[config.mk]
export PLATFORM = sky130hd
export DESIGN_NAME = ps2_frame_decoder
export DESIGN_NICKNAME = d
export VERILOG_FILES = /design/src/rtl/ps2_frame_decoder.sv
export SDC_FILE = /design/constraint.sdc
export NUM_CORES = 1
export LEC_CHECK = 0
export BUFFER_PORTS_ARGS = -buffer_cell sky130_fd_sc_hd__buf_2
export CORE_MARGIN = 4
export CORE_UTILIZATION = 51
export DETAILED_ROUTE_END_ITERATION = 8
export PLACE_DENSITY = 0.78
export REMOVE_ABC_BUFFERS = 1
export SYNTH_ARGS = -nofsm -noshare
export SYNTH_HDL_FRONTEND = slang
export SYNTH_SLANG_ARGS = --single-unit
[constraint.sdc]
create_clock -name clk_50mhz -period 3.01 [get_ports clk_50mhz]
set_clock_uncertainty 0.2 [all_clocks]
set_input_delay 0.602 -clock clk_50mhz [delete_from_list [all_inputs] [get_ports clk_50mhz]]
set_output_delay 0.602 -clock clk_50mhz [all_outputs]
set_load 0.01 [all_outputs]
[src/rtl/ps2_frame_decoder.sv]
// PS/2 device-to-host frame decoder: synchronizes and filters ps2c/ps2d, deserializes 11-bit frames,
// folds E0/F0 prefixes into flags and holds the pressed key code. Define PS2_PARITY_CHECK_EN to reject odd-parity failures.
module ps2_frame_decoder #(
  parameter int FILTER_LEN  = 8,
  parameter int TIMEOUT_CYC = 50000
) (
  input  logic       clk_50mhz,
  input  logic       reset,
  input  logic       ps2c,
  input  logic       ps2d,
  output logic [7:0] key_code,
  output logic [7:0] scan_code,
  output logic       scan_valid,
  output logic       scan_break,
  output logic       scan_ext,
  output logic       frame_err
);

`ifdef PS2_PARITY_CHECK_EN
  localparam bit PARITY_EN = 1'b1;
`else
  localparam bit PARITY_EN = 1'b0;
`endif

  localparam int            WD_W      = $clog2(TIMEOUT_CYC + 1);
  localparam logic [7:0]    FILT_LAST = 8'(FILTER_LEN - 1);
  localparam logic [WD_W-1:0] WD_LAST = WD_W'(TIMEOUT_CYC - 1);

  typedef enum logic [1:0] {ST_IDLE, ST_DATA, ST_PARITY, ST_STOP} state_t;

  logic            ps2c_s1_q, ps2c_s2_q, ps2d_s1_q, ps2d_s2_q;
  logic            fc_q, fc_d;
  logic [7:0]      filt_cnt_q, filt_cnt_d;
  logic            fall_q, fall_d;
  state_t          state_q, state_d;
  logic [2:0]      bit_cnt_q, bit_cnt_d;
  logic [7:0]      shift_q, shift_d;
  logic            par_q, par_d;
  logic [WD_W-1:0] wd_cnt_q, wd_cnt_d;
  logic            ext_pend_q, ext_pend_d, brk_pend_q, brk_pend_d;
  logic [7:0]      key_code_q, key_code_d, scan_code_q, scan_code_d;
  logic            scan_valid_q, scan_valid_d, scan_break_q, scan_break_d;
  logic            scan_ext_q, scan_ext_d, frame_err_q, frame_err_d;
  logic            deliver;

  always_comb begin
    fc_d         = fc_q;
    filt_cnt_d   = '0;
    state_d      = state_q;
    bit_cnt_d    = bit_cnt_q;
    shift_d      = shift_q;
    par_d        = par_q;
    wd_cnt_d     = wd_cnt_q;
    ext_pend_d   = ext_pend_q;
    brk_pend_d   = brk_pend_q;
    key_code_d   = key_code_q;
    scan_code_d  = scan_code_q;
    scan_break_d = scan_break_q;
    scan_ext_d   = scan_ext_q;
    scan_valid_d = 1'b0;
    frame_err_d  = 1'b0;
    deliver      = 1'b0;

    // Filtered clock only follows after FILTER_LEN consecutive disagreeing cycles.
    if (ps2c_s2_q != fc_q) begin
      if (filt_cnt_q == FILT_LAST) begin
        fc_d = ps2c_s2_q;
      end else begin
        filt_cnt_d = filt_cnt_q + 8'd1;
      end
    end
    fall_d = fc_q & ~fc_d;

    if (state_q == ST_IDLE) begin
      wd_cnt_d = '0;
      if (fall_q) begin
        if (!ps2d_s2_q) begin
          state_d   = ST_DATA;
          bit_cnt_d = '0;
        end else begin
          frame_err_d = 1'b1;
        end
      end
    end else if (fall_q) begin
      wd_cnt_d = '0;
      case (state_q)
        ST_DATA: begin
          shift_d   = {ps2d_s2_q, shift_q[7:1]};
          bit_cnt_d = bit_cnt_q + 3'd1;
          if (bit_cnt_q == 3'd7) state_d = ST_PARITY;
        end
        ST_PARITY: begin
          par_d   = ps2d_s2_q;
          state_d = ST_STOP;
        end
        default: begin
          state_d = ST_IDLE;
          if (ps2d_s2_q && (!PARITY_EN || (^{shift_q, par_q}))) deliver = 1'b1;
          else frame_err_d = 1'b1;
        end
      endcase
    end else if (wd_cnt_q == WD_LAST) begin
      state_d     = ST_IDLE;
      wd_cnt_d    = '0;
      frame_err_d = 1'b1;
    end else begin
      wd_cnt_d = wd_cnt_q + 1'b1;
    end

    if (deliver) begin
      if (shift_q == 8'hE0) begin
        ext_pend_d = 1'b1;
      end else if (shift_q == 8'hF0) begin
        brk_pend_d = 1'b1;
      end else begin
        scan_code_d  = shift_q;
        scan_break_d = brk_pend_q;
        scan_ext_d   = ext_pend_q;
        scan_valid_d = 1'b1;
        ext_pend_d   = 1'b0;
        brk_pend_d   = 1'b0;
        if (!brk_pend_q) key_code_d = shift_q;
        else if (key_code_q == shift_q) key_code_d = 8'h00;
      end
    end

    if (frame_err_d) begin
      ext_pend_d = 1'b0;
      brk_pend_d = 1'b0;
    end
  end

  always_ff @(posedge clk_50mhz or posedge reset) begin
    if (reset) begin
      ps2c_s1_q    <= 1'b1;
      ps2c_s2_q    <= 1'b1;
      ps2d_s1_q    <= 1'b1;
      ps2d_s2_q    <= 1'b1;
      fc_q         <= 1'b1;
      filt_cnt_q   <= '0;
      fall_q       <= 1'b0;
      state_q      <= ST_IDLE;
      bit_cnt_q    <= '0;
      shift_q      <= '0;
      par_q        <= 1'b0;
      wd_cnt_q     <= '0;
      ext_pend_q   <= 1'b0;
      brk_pend_q   <= 1'b0;
      key_code_q   <= '0;
      scan_code_q  <= '0;
      scan_valid_q <= 1'b0;
      scan_break_q <= 1'b0;
      scan_ext_q   <= 1'b0;
      frame_err_q  <= 1'b0;
    end else begin
      ps2c_s1_q    <= ps2c;
      ps2c_s2_q    <= ps2c_s1_q;
      ps2d_s1_q    <= ps2d;
      ps2d_s2_q    <= ps2d_s1_q;
      fc_q         <= fc_d;
      filt_cnt_q   <= filt_cnt_d;
      fall_q       <= fall_d;
      state_q      <= state_d;
      bit_cnt_q    <= bit_cnt_d;
      shift_q      <= shift_d;
      par_q        <= par_d;
      wd_cnt_q     <= wd_cnt_d;
      ext_pend_q   <= ext_pend_d;
      brk_pend_q   <= brk_pend_d;
      key_code_q   <= key_code_d;
      scan_code_q  <= scan_code_d;
      scan_valid_q <= scan_valid_d;
      scan_break_q <= scan_break_d;
      scan_ext_q   <= scan_ext_d;
      frame_err_q  <= frame_err_d;
    end
  end

  assign key_code   = key_code_q;
  assign scan_code  = scan_code_q;
  assign scan_valid = scan_valid_q;
  assign scan_break = scan_break_q;
  assign scan_ext   = scan_ext_q;
  assign frame_err  = frame_err_q;

endmodule

## After elaboration in Yosys (flattened, before gate mapping)

Cells that the tools add are included.

- Muxes and demuxes: 42
- Bitwise gates (word level): 5
- Reductions and logical operators: 12
- Shift operators: 0
- Multipliers: 0
- $add $sub $neg: 3
- Divide/modulo/power cells: 0
- Magnitude comparators: 0
- Eq/ne operators: 15

Operators by type and width:

| operator | number |
|---|---|
| 2-to-1 mux 16 bit | 3 |
| 2-to-1 mux 8 bit | 4 |
| 2-to-1 mux 1 bit | 23 |
| adder 16 x 1 -> 16 bit, second input constant | 1 |
| == test 16 bit, second input constant | 1 |
| == test 8 bit, second input constant | 2 |
| 2-to-1 mux 3 bit | 5 |
| 2-to-1 mux 2 bit | 6 |
| AND reduction 3 bit | 3 |
| adder 8 x 1 -> 8 bit, second input constant | 1 |
| == test 8 x 3 -> 1 bit, second input constant | 1 |
| == test 8 bit | 1 |
| AND reduction 4 bit | 2 |
| inequality test 2 bit, second input constant | 3 |
| nonzero test 2 bit | 3 |
| inequality test 4 bit, second input constant | 1 |
| NOT 1 bit | 4 |
| one-hot mux 2 bit (2 select lines) | 1 |
| AND reduction 2 bit | 2 |
| adder 3 x 1 -> 3 bit, second input constant | 1 |
| == test 3 bit, second input constant | 1 |
| inequality test 3 bit, second input constant | 1 |
| == test 2 x 1 -> 1 bit, second input constant | 1 |
| == test 2 bit, second input constant | 1 |
| other kinds (5) | 5 |

- Memories kept: 0
- Word-level logic and storage cells: 96
- Memory bits (read-only): 0
- Latch bits: 0
- Bits of input ports: 4
- Output and inout bits: 20
- Bits in registers: 65
- RAM bits: 0

## Depth between registers and ports, before layout

Gate-level depths: netlist (run 1).

- Depth after elaboration: 7
- Depth in mapped cells: 7
- Mapped depth without buffers: 6

## Worst setup path after synthesis (run 1)

OpenSTA, ideal clock, no wires.

- Path type: flip-flop to flip-flop
- From: reg wd_cnt_q[10]
- To: reg wd_cnt_q[10]
- Library setup time: 0.119 ns
- Path buffers: 1
- Cell stages (with the launch flop): 6
- Path slack: 0.928 ns
- Data required time: 2.691 ns
- Arrival time: 1.763 ns
- Cell sequence: dfrtp_1 > or4b_1 > or4_4 > nand2_4 > buf_8 > nor2_1

- Word-level cells in the longest chain between the ends: 4
- Elaborated cells between the ends (all ways): 5
- Those cells by class: add/sub (1); eq/ne (1); mux (3)

Ends and longest elaborated chain:

| item | RTL line | text |
|---|---|---|
| start: declaration | 39 | `logic [WD_W-1:0] wd_cnt_q, wd_cnt_d;` |
| start signal: assignment | 167 | `wd_cnt_q <= wd_cnt_d;` |
| adder 16 x 1 -> 16 bit or == test 16 bit (tied branches) | 107, 102 |  |
| 2-to-1 mux 16 bit (*) | 102 | `end else if (wd_cnt_q == WD_LAST) begin` |
| 2-to-1 mux 16 bit (*) | 84 | `end else if (fall_q) begin` |
| 2-to-1 mux 16 bit (*) | 74 | `if (state_q == ST_IDLE) begin` |
| via wd_cnt_d[10] | 39 |  |

The timed path passes the listed nets; every way through them passes the cells marked *.
A chain may end at the register's enable or synchronous reset.

## Worst setup path after layout (run 1)

- From: reg state_q[1]
- To: reg scan_code_q[6] (netlist: scan_code[6])

- Word-level cells in the longest chain between the ends: 6
- Elaborated cells between the ends (all ways): 8
- Those cells by class: eq/ne (2); mux (3); reduce/logical (3)

Ends and longest elaborated chain:

| item | RTL line | text |
|---|---|---|
| start: declaration | 35 | `state_t state_q, state_d;` |
| start signal: assignment | 163 | `state_q <= state_d;` |
| == test 2 bit or == test 2 x 1 -> 1 bit (tied branches) | n/a |  |
| OR reduction 2 bit (no line) | n/a |  |
| 2-to-1 mux 1 bit | 86 | `case (state_q)` |
| 2-to-1 mux 1 bit | 84 |  |
| 2-to-1 mux 1 bit (*) | 74 |  |
| AND reduction 3 bit (no line) (*) | n/a |  |
| end signal: assignment | 171 | `scan_code_q <= scan_code_d;` |
| end: declaration | 41 | `logic [7:0] key_code_q, key_code_d, scan_code_q, scan_code_d;` |

Mark *: on every way between the ends. The rest lies on a longest branch, timed or not.

==> results.md, run 1 <==
* # nets final at 322
* Max Slew Vio Count at 0
* Hold-fix buffers at CTS at 0
* Critical Path Source Type: flip-flop
* GRT met1 Usage at 20.7%
* Gr ovfl total at 0
* Share of cells above drive strength 1 at 21.5%
* DR DRC count at 0
* Fin util at 60.8%
* Max Freq at about 440 MHz
* Multi-input logic area at 1300 sq um
* M3 GR Usage at 4.71%
* Sequential share of the synthesized area at 54.3%
* ANT nets after route at 0
* Max-Cap Viols at 0
* Comb power frac at 11.3%
* Netlist Area Pre-Place at 3010 sq um
* Maximum vdd drop at 379 uV
* Busiest grt layer: met2
* Largest net degree at the start of global routing at 33
* Sequential cell area at 1630 sq um
* Post-synthesis register bit count at 65
* Clock Tree Buf Depth at 2
* Resized Gates After CTS at 0
* Yosys cell types at 39
* Vias per cell at 5.39
* Vias in the first global route at 2102
* Critical Path Start: state_q[1]$_DFFE_PP0P_
* Flop2flop setup slack at 0.75 ns
* Worst Path Arrival at between 2 and 2.5 ns
* Row count at 27
* Total die area at 7190 sq um
* Total Power at between 2 and 2.5 mW
* IO Count at 24
* Final GP Congestion at 0.828
* Setup CP Type: flip-flop to flip-flop
* Gr usage total at 16.2%
* Clk slew on worst S/H paths at about 0.07 ns
* Antenna Cells at 0
* Drt first pass iters at 5
* Met2 Use GR at 26.1%
* CP max stage cell: a21o_1
* Post-CTS Setup Bufs at 0
* Largest cells by area after synthesis: dfrtp_1 (50%), xnor2_1 (7.6%), mux2_2 (6.0%), dfstp_2 (4.4%), nand2_1 (4.2%)
* P_int at 1.53 mW
* Final hold vios at 0
* IO buf count at 23
* CP peak stage delay at 0.41 ns
* Initial antenna violation count at 0
* R2R depth at 5
* Critical path's top delay family: compound AO/OA/AOI/OAI gates
* Tmin final at 2.26 ns
* Min-delay worst type: input port to async pin
* First-pass GRT wire length at just over 9000 um
* PD cells at roughly 600 nW/um^2
* Placed wire-length estimate at roughly 3700 um
* Gate Count Post-Synth at 281
* Unrepaired setup endpoints after global routing: no
* WL final at 5350 um
* # setup viols final at 0
* Root Driver: clkbuf_8
* TritonCTS clock tree: built
* CP endpoint kind: flip-flop
* Die Wd at 84.8 um
* Filler cell count at approximately 480
* Status: complete, no violations
* Syn. warnings at 0
* Crit Reg-Reg Startpoint: state_q[1]$_DFFE_PP0P_
* CTS sink cnt at 65
* Area leader, netlist: dfrtp_1
* Period utilisation layout at 75.2%
* Maximum fanout along the worst path at 13
* Max-slew headroom at 56.4%
* Sw power at around 0.52 mW
* Die Height at between 80 and 90 um
* Setup TNS at 0 ns
* Wire length per cell at 13.8 um
* Clock Latency Late Sink at ~0.34 ns
* Post-Syn Area per Cell at 10.7 sq um
* TritonCTS buffer count at 9
* Initial Util at 53.6%
* Layout area overhead at 13.5%
* R2R Path End: scan_code[6]$_DFFE_PP0P_
* Required time worst endpoint at 3.03 ns
* Top-area cell type share of the netlist area at between 40% and 50%
* Register share of total power at between 40 and 50%
* Via Count at about 2100
* Leakage at approximately 1.6 nW
* Buf+Inv Stages, Crit Path at 1
* Clock power frac at 39.4%
* Crit-path cells: inv_1 -> ha_1 -> nand4bb_1 -> a21o_1 -> mux2_2
* Area of the core at roughly 5600 sq um
* Switching part of the total at roughly 25%
* Detailed router's first-iteration violation count at 118
* Worst-Margin Slew at 0.653 ns
* Htree depth at 3
==> worst max path at each step <==
stage | depth (start not counted) | to | slack (ns)
final | 5 | scan_code[6]$_DFFE_PP0P_ | 0.75
after global routing | 5 | scan_code[4]$_DFFE_PP0P_ | 0.62
after CTS | 5 | scan_code[4]$_DFFE_PP0P_ | 0.75
after detailed placement | 5 | scan_code[4]$_DFFE_PP0P_ | 0.76
after global placement | 5 | scan_code[6]$_DFFE_PP0P_ | 0.86
after floorplan | 1 | bit_cnt_q[0]$_DFFE_PP0P_ | 0.59
==> kinds of logic (layout without fill, tap and decap cells) <==
logic type | Yosys count | after routing | synth area share (%)
fa+ha+maj | 7 | 7 | 2.91
compound gates | 28 | 28 | 6.08
buf+inv | 17 | 52 | 2.54
simple gates | 119 | 119 | 19.7
mux | 16 | 16 | 5.99
xor+xnor | 29 | 29 | 8.45
flops | 65 | 65 | 54.3
==> cell type report <==
cell class,count,share of cell area [%]
sequential,65,47.9
timing repair buffer,27,4.25
inverter,9,0.990
multi-input combinational,199,38.0
clock buffer,13,4.36
tap,72,2.64
clock inverter,3,1.91
==> cell usage after synthesis <==
cell / count
a31oi_1: 3
or4_4: 1
nor2_1: 34
a21oi_1: 2
o32a_1: 1
or4b_1: 1
a211oi_1: 1
and3b_1: 3
a22oi_1: 4
nor4b_1: 1
o22ai_1: 1
a21o_1: 1
or4bb_1: 2
mux2_2: 16
and3_1: 2
dfrtp_1: 60
xnor2_1: 26
nor3_1: 6
nand4bb_1: 1
nand4_1: 7
inv_1: 9
or4_1: 1
dfstp_2: 5
ha_1: 7
o211ai_2: 1
nand2_4: 1
nand2b_1: 2
nor2b_1: 2
o21ai_0: 10
clkbuf_1: 6
buf_8: 1
xor2_1: 3
or2_2: 3
nand2_1: 34
nor4_1: 5
buf_2: 1
o211ai_1: 4
nand3_1: 12
and2_1: 1
==> per-layer routing <==
layer	part of all wire (%)	vias to the layer above
met4	1.4	0
li1	-	1025
met3	3.8	9
met2	48	28
met1	47	1030
met5	0	-
==> power by group through the flow <==
stage               Clock (mW)  Sequential (mW)  Combinational, mW
CTS                      0.825             1.01              0.236
floorplan                    0             1.01              0.188
global placement             0             1.02              0.227
global route             0.864             1.02              0.264
finish                   0.809             1.01              0.231
detailed placement           0             1.02              0.235
==> sequential cells by signal, indices dropped and copies added (netlist names) <==
signal / flops
bit_cnt_q: 3
brk_pend_q: 1
ext_pend_q: 1
fall_q: 1
fc_q: 1
filt_cnt_q: 8
frame_err: 1
key_code: 8
ps2c_s1_q: 1
ps2c_s2_q: 1
ps2d_s1_q: 1
ps2d_s2_q: 1
scan_break: 1
scan_code: 8
scan_ext: 1
scan_valid: 1
shift_q: 8
state_q: 2
wd_cnt_q: 16
==> through the flow <==
stage / hold WS [ns] / setup WS [ns] / instances / area, sq um
after floorplan: 0.145 / 0.590 / 273 / 2960
after global placement: 0.146 / 0.857 / 372 / 3200
after detailed placement: 0.147 / 0.764 / 372 / 3200
after CTS: 0.151 / 0.752 / 388 / 3410
after global routing: 0.144 / 0.625 / 388 / 3410
final: 0.152 / 0.748 / 388 / 3410
==> layout by cell type, fill, tap and decap left out, types with 3 or more instances in the layout <==
| master | netlist | final |
|---|---|---|
| inv_1 | 9 | 8 |
| nand4_1 | 7 | 7 |
| nor4_1 | 5 | 5 |
| dfrtp_1 | 60 | 60 |
| a22oi_1 | 4 | 4 |
| dfstp_2 | 5 | 5 |
| nand3_1 | 12 | 12 |
| buf_4 | 0 | 4 |
| nor3_1 | 6 | 6 |
| and3b_1 | 3 | 3 |
| a31oi_1 | 3 | 3 |
| mux2_2 | 16 | 16 |
| clkbuf_1 | 6 | 3 |
| xnor2_1 | 26 | 26 |
| o211ai_1 | 4 | 4 |
| nand2_1 | 34 | 34 |
| buf_2 | 1 | 23 |
| xor2_1 | 3 | 3 |
| ha_1 | 7 | 7 |
| nor2_1 | 34 | 34 |
| clkbuf_8 | 0 | 10 |
| o21ai_0 | 10 | 10 |
| or2_2 | 3 | 3 |
Power figures use the tool's default switching activity.
==> inputs of run 2 (changes only) <==
- clock period: 3.01 -> 2.35 ns (I/O delays scaled with it)
==> results.md, run 2 (synthesis results as in run 1) <==
* Layout area overhead at 14.4%
* Wire length per cell at 14.0 um (+1.5%)
* Period utilisation layout at 93.2% (+18 points)
* Hold-fix buffers at CTS at 1 (+1)
* Flop2flop setup slack at 0.16 ns (-0.59 ns)
* Total Power at 2.45 mW (+19%)
* Min-delay worst type: input port to flip-flop
* IO Count at 24 (unchanged)
* Leakage at 1.67 nW (+1.6%)
* CTS sink cnt at 65 (unchanged)
* Clk slew on worst S/H paths at 0.07 ns (about the same)
* Tmin final at 2.19 ns (-0.0720 ns)
* Unrepaired setup endpoints after global routing: no
* Resized Gates After CTS at 0 (unchanged)
* Vias in the first global route at 2115 (+0.62%)
* Worst Path Arrival at 2.21 ns (-0.07 ns)
* Max-Cap Viols at 0 (unchanged)
* Setup CP Type: flip-flop to flip-flop
* Largest reg by FF count: wd_cnt_q
* Via Count at 2135 (+2.1%)
* Max Slew Vio Count at 0 (unchanged)
* Maximum fanout along the worst path at 20 (+7)
* Share of cells above drive strength 1 at 23.2% (+1.7 points)
* TritonCTS clock tree: built
* Initial antenna violation count at 0 (unchanged)
* WL final at 5530 um (+3.4%)
* Area of the core at 5610 sq um (unchanged)
* DR DRC count at 0 (unchanged)
* Vias per cell at 5.41 (+0.25%)
* Commonest non-fill, non-tap cell in the layout: dfrtp_1
* Die Height at 84.8 um (unchanged)
* PD cells at 711 nW/um^2 (+18%)
* Status: complete, no violations
* CP peak stage delay at 0.55 ns (+0.14 ns)
* Max-slew headroom at 53.3% (-3.1 points)
* ANT nets after route at 0 (unchanged)
* Largest net degree at the start of global routing at 48 (+45%)
* # nets final at 329 (+2.2%)
* Htree depth at 3 (unchanged)
* First-pass GRT wire length at 9600 um (+2.6%)
* Setup TNS at 0 ns (unchanged)
* TritonCTS buffer count at 9 (unchanged)
* CP endpoint kind: flip-flop
* Antenna Cells at 0 (unchanged)
* Worst-Margin Slew at 0.701 ns (+0.0473 ns)
* Hold slack at 0.0249 ns (-0.127 ns)
* Die Wd at 84.8 um (unchanged)
* Clock Latency Late Sink at 0.34 ns (about the same)
* CP max stage cell: a21o_1
* Max reg flops at 16 (unchanged)
* Clock Tree Buf Depth at 2 (unchanged)
* # setup viols final at 0 (unchanged)
* Final hold vios at 0 (unchanged)
* Most frequent cells in the layout: dfrtp_1 (60), nor2_1 (34), nand2_1 (34)
* Critical Path Source Type: flip-flop
* Total die area at 7190 sq um (unchanged)
* IO buf count at 23 (unchanged)
* Gr usage total at 16.5% (+0.36 points)
* Maximum vdd drop at 487 uV (+29%)
* Drt first pass iters at 4 (-1)
* Gr ovfl total at 0 (unchanged)
* Post-CTS Setup Bufs at 0 (unchanged)
* Initial Util at 53.6% (unchanged)
* Final GP Congestion at 0.772 (-6.8%)
* Row count at 27 (unchanged)
* Crit-path cells: inv_1 -> ha_1 -> nand4bb_1 -> a21o_1 -> mux2_2
* Detailed router's first-iteration violation count at 110 (-6.8%)
* Required time worst endpoint at 2.37 ns (-0.66 ns)
* Max Freq at 457 MHz (+3.3%)
* Root Driver: clkbuf_8
* Placed wire-length estimate at 3770 um (+1.7%)
run 2: cell types whose count changed in the layout (fill, tap and decap cells not counted), sizes merged:
| cell | previous run | this run |
|---|---|---|
| clkinv | 1 | 3 |
| dlygate4sd3 | 0 | 1 |
| buf | 27 | 33 |
| bufinv | 2 | 0 |
run 2: metrics by stage:
stage / cell area [sq um] / std cells / setup slack, ns / utilization, %
floorplan: 2960 / 273 / 0.0618 / -
global placement: 3260 / 378 / 0.216 / 58.1
detailed placement: 3260 / 378 / 0.163 / 58.1
CTS: 3440 / 395 / 0.146 / 61.3
global route: 3440 / 395 / 0.0140 / 61.3
finish: 3440 / 395 / 0.160 / 61.3
run 2: final timing paths:
kind,from,endpoint,depth (start not counted)
min in group asynchronous,reset,frame_err$_DFF_PP0_,3
min,ps2d,ps2d_s1_q$_DFF_PP1_,1
max in group asynchronous,reset,fc_q$_DFF_PP1_,4
min reg2reg,ps2c_s1_q$_DFF_PP1_,ps2c_s2_q$_DFF_PP1_,0
max,state_q[0]$_DFFE_PP0P_,scan_code[6]$_DFFE_PP0P_,5
max reg2reg,state_q[0]$_DFFE_PP0P_,scan_code[6]$_DFFE_PP0P_,5
run 2: cell type report:
type / instances / area, sq um
fillers: 445 / 2170
flip-flops and latches: 65 / 1630
multi-input cells: 199 / 1300
repair buffers: 34 / 213
clock buffers: 13 / 159
well taps: 72 / 90.1
inverters: 9 / 33.8
clock inverters: 3 / 15.0
run 2: report_power, final:
part | total [mW] | switching [mW] | internal (mW)
combinational | 0.305 | 0.175 | 0.131
clock | 0.850 | 0.413 | 0.436
sequential | 1.29 | 0.0795 | 1.21
total | 2.45 | 0.668 | 1.78
run 2: per-layer routing:
metal	share of wire, %	global-route usage [%]	vias up	wire, um
met1	47	22.2	1038	2580
li1	-	-	1040	-
met5	0	0	-	0
met3	5.0	5.10	6	276
met4	0.78	4.75	0	43
met2	48	25.9	51	2630
run 2: worst max-delay path, delay by kind of cell, from the launching register on:
kind,cells,cell delay (ns)
AOI/OAI and AO/OA,1,0.55
adders and majority gates,1,0.31
buffers and inverters,1,0.07
DFF,1,0.38
muxes,1,0.41
and+or+nand+nor,1,0.15
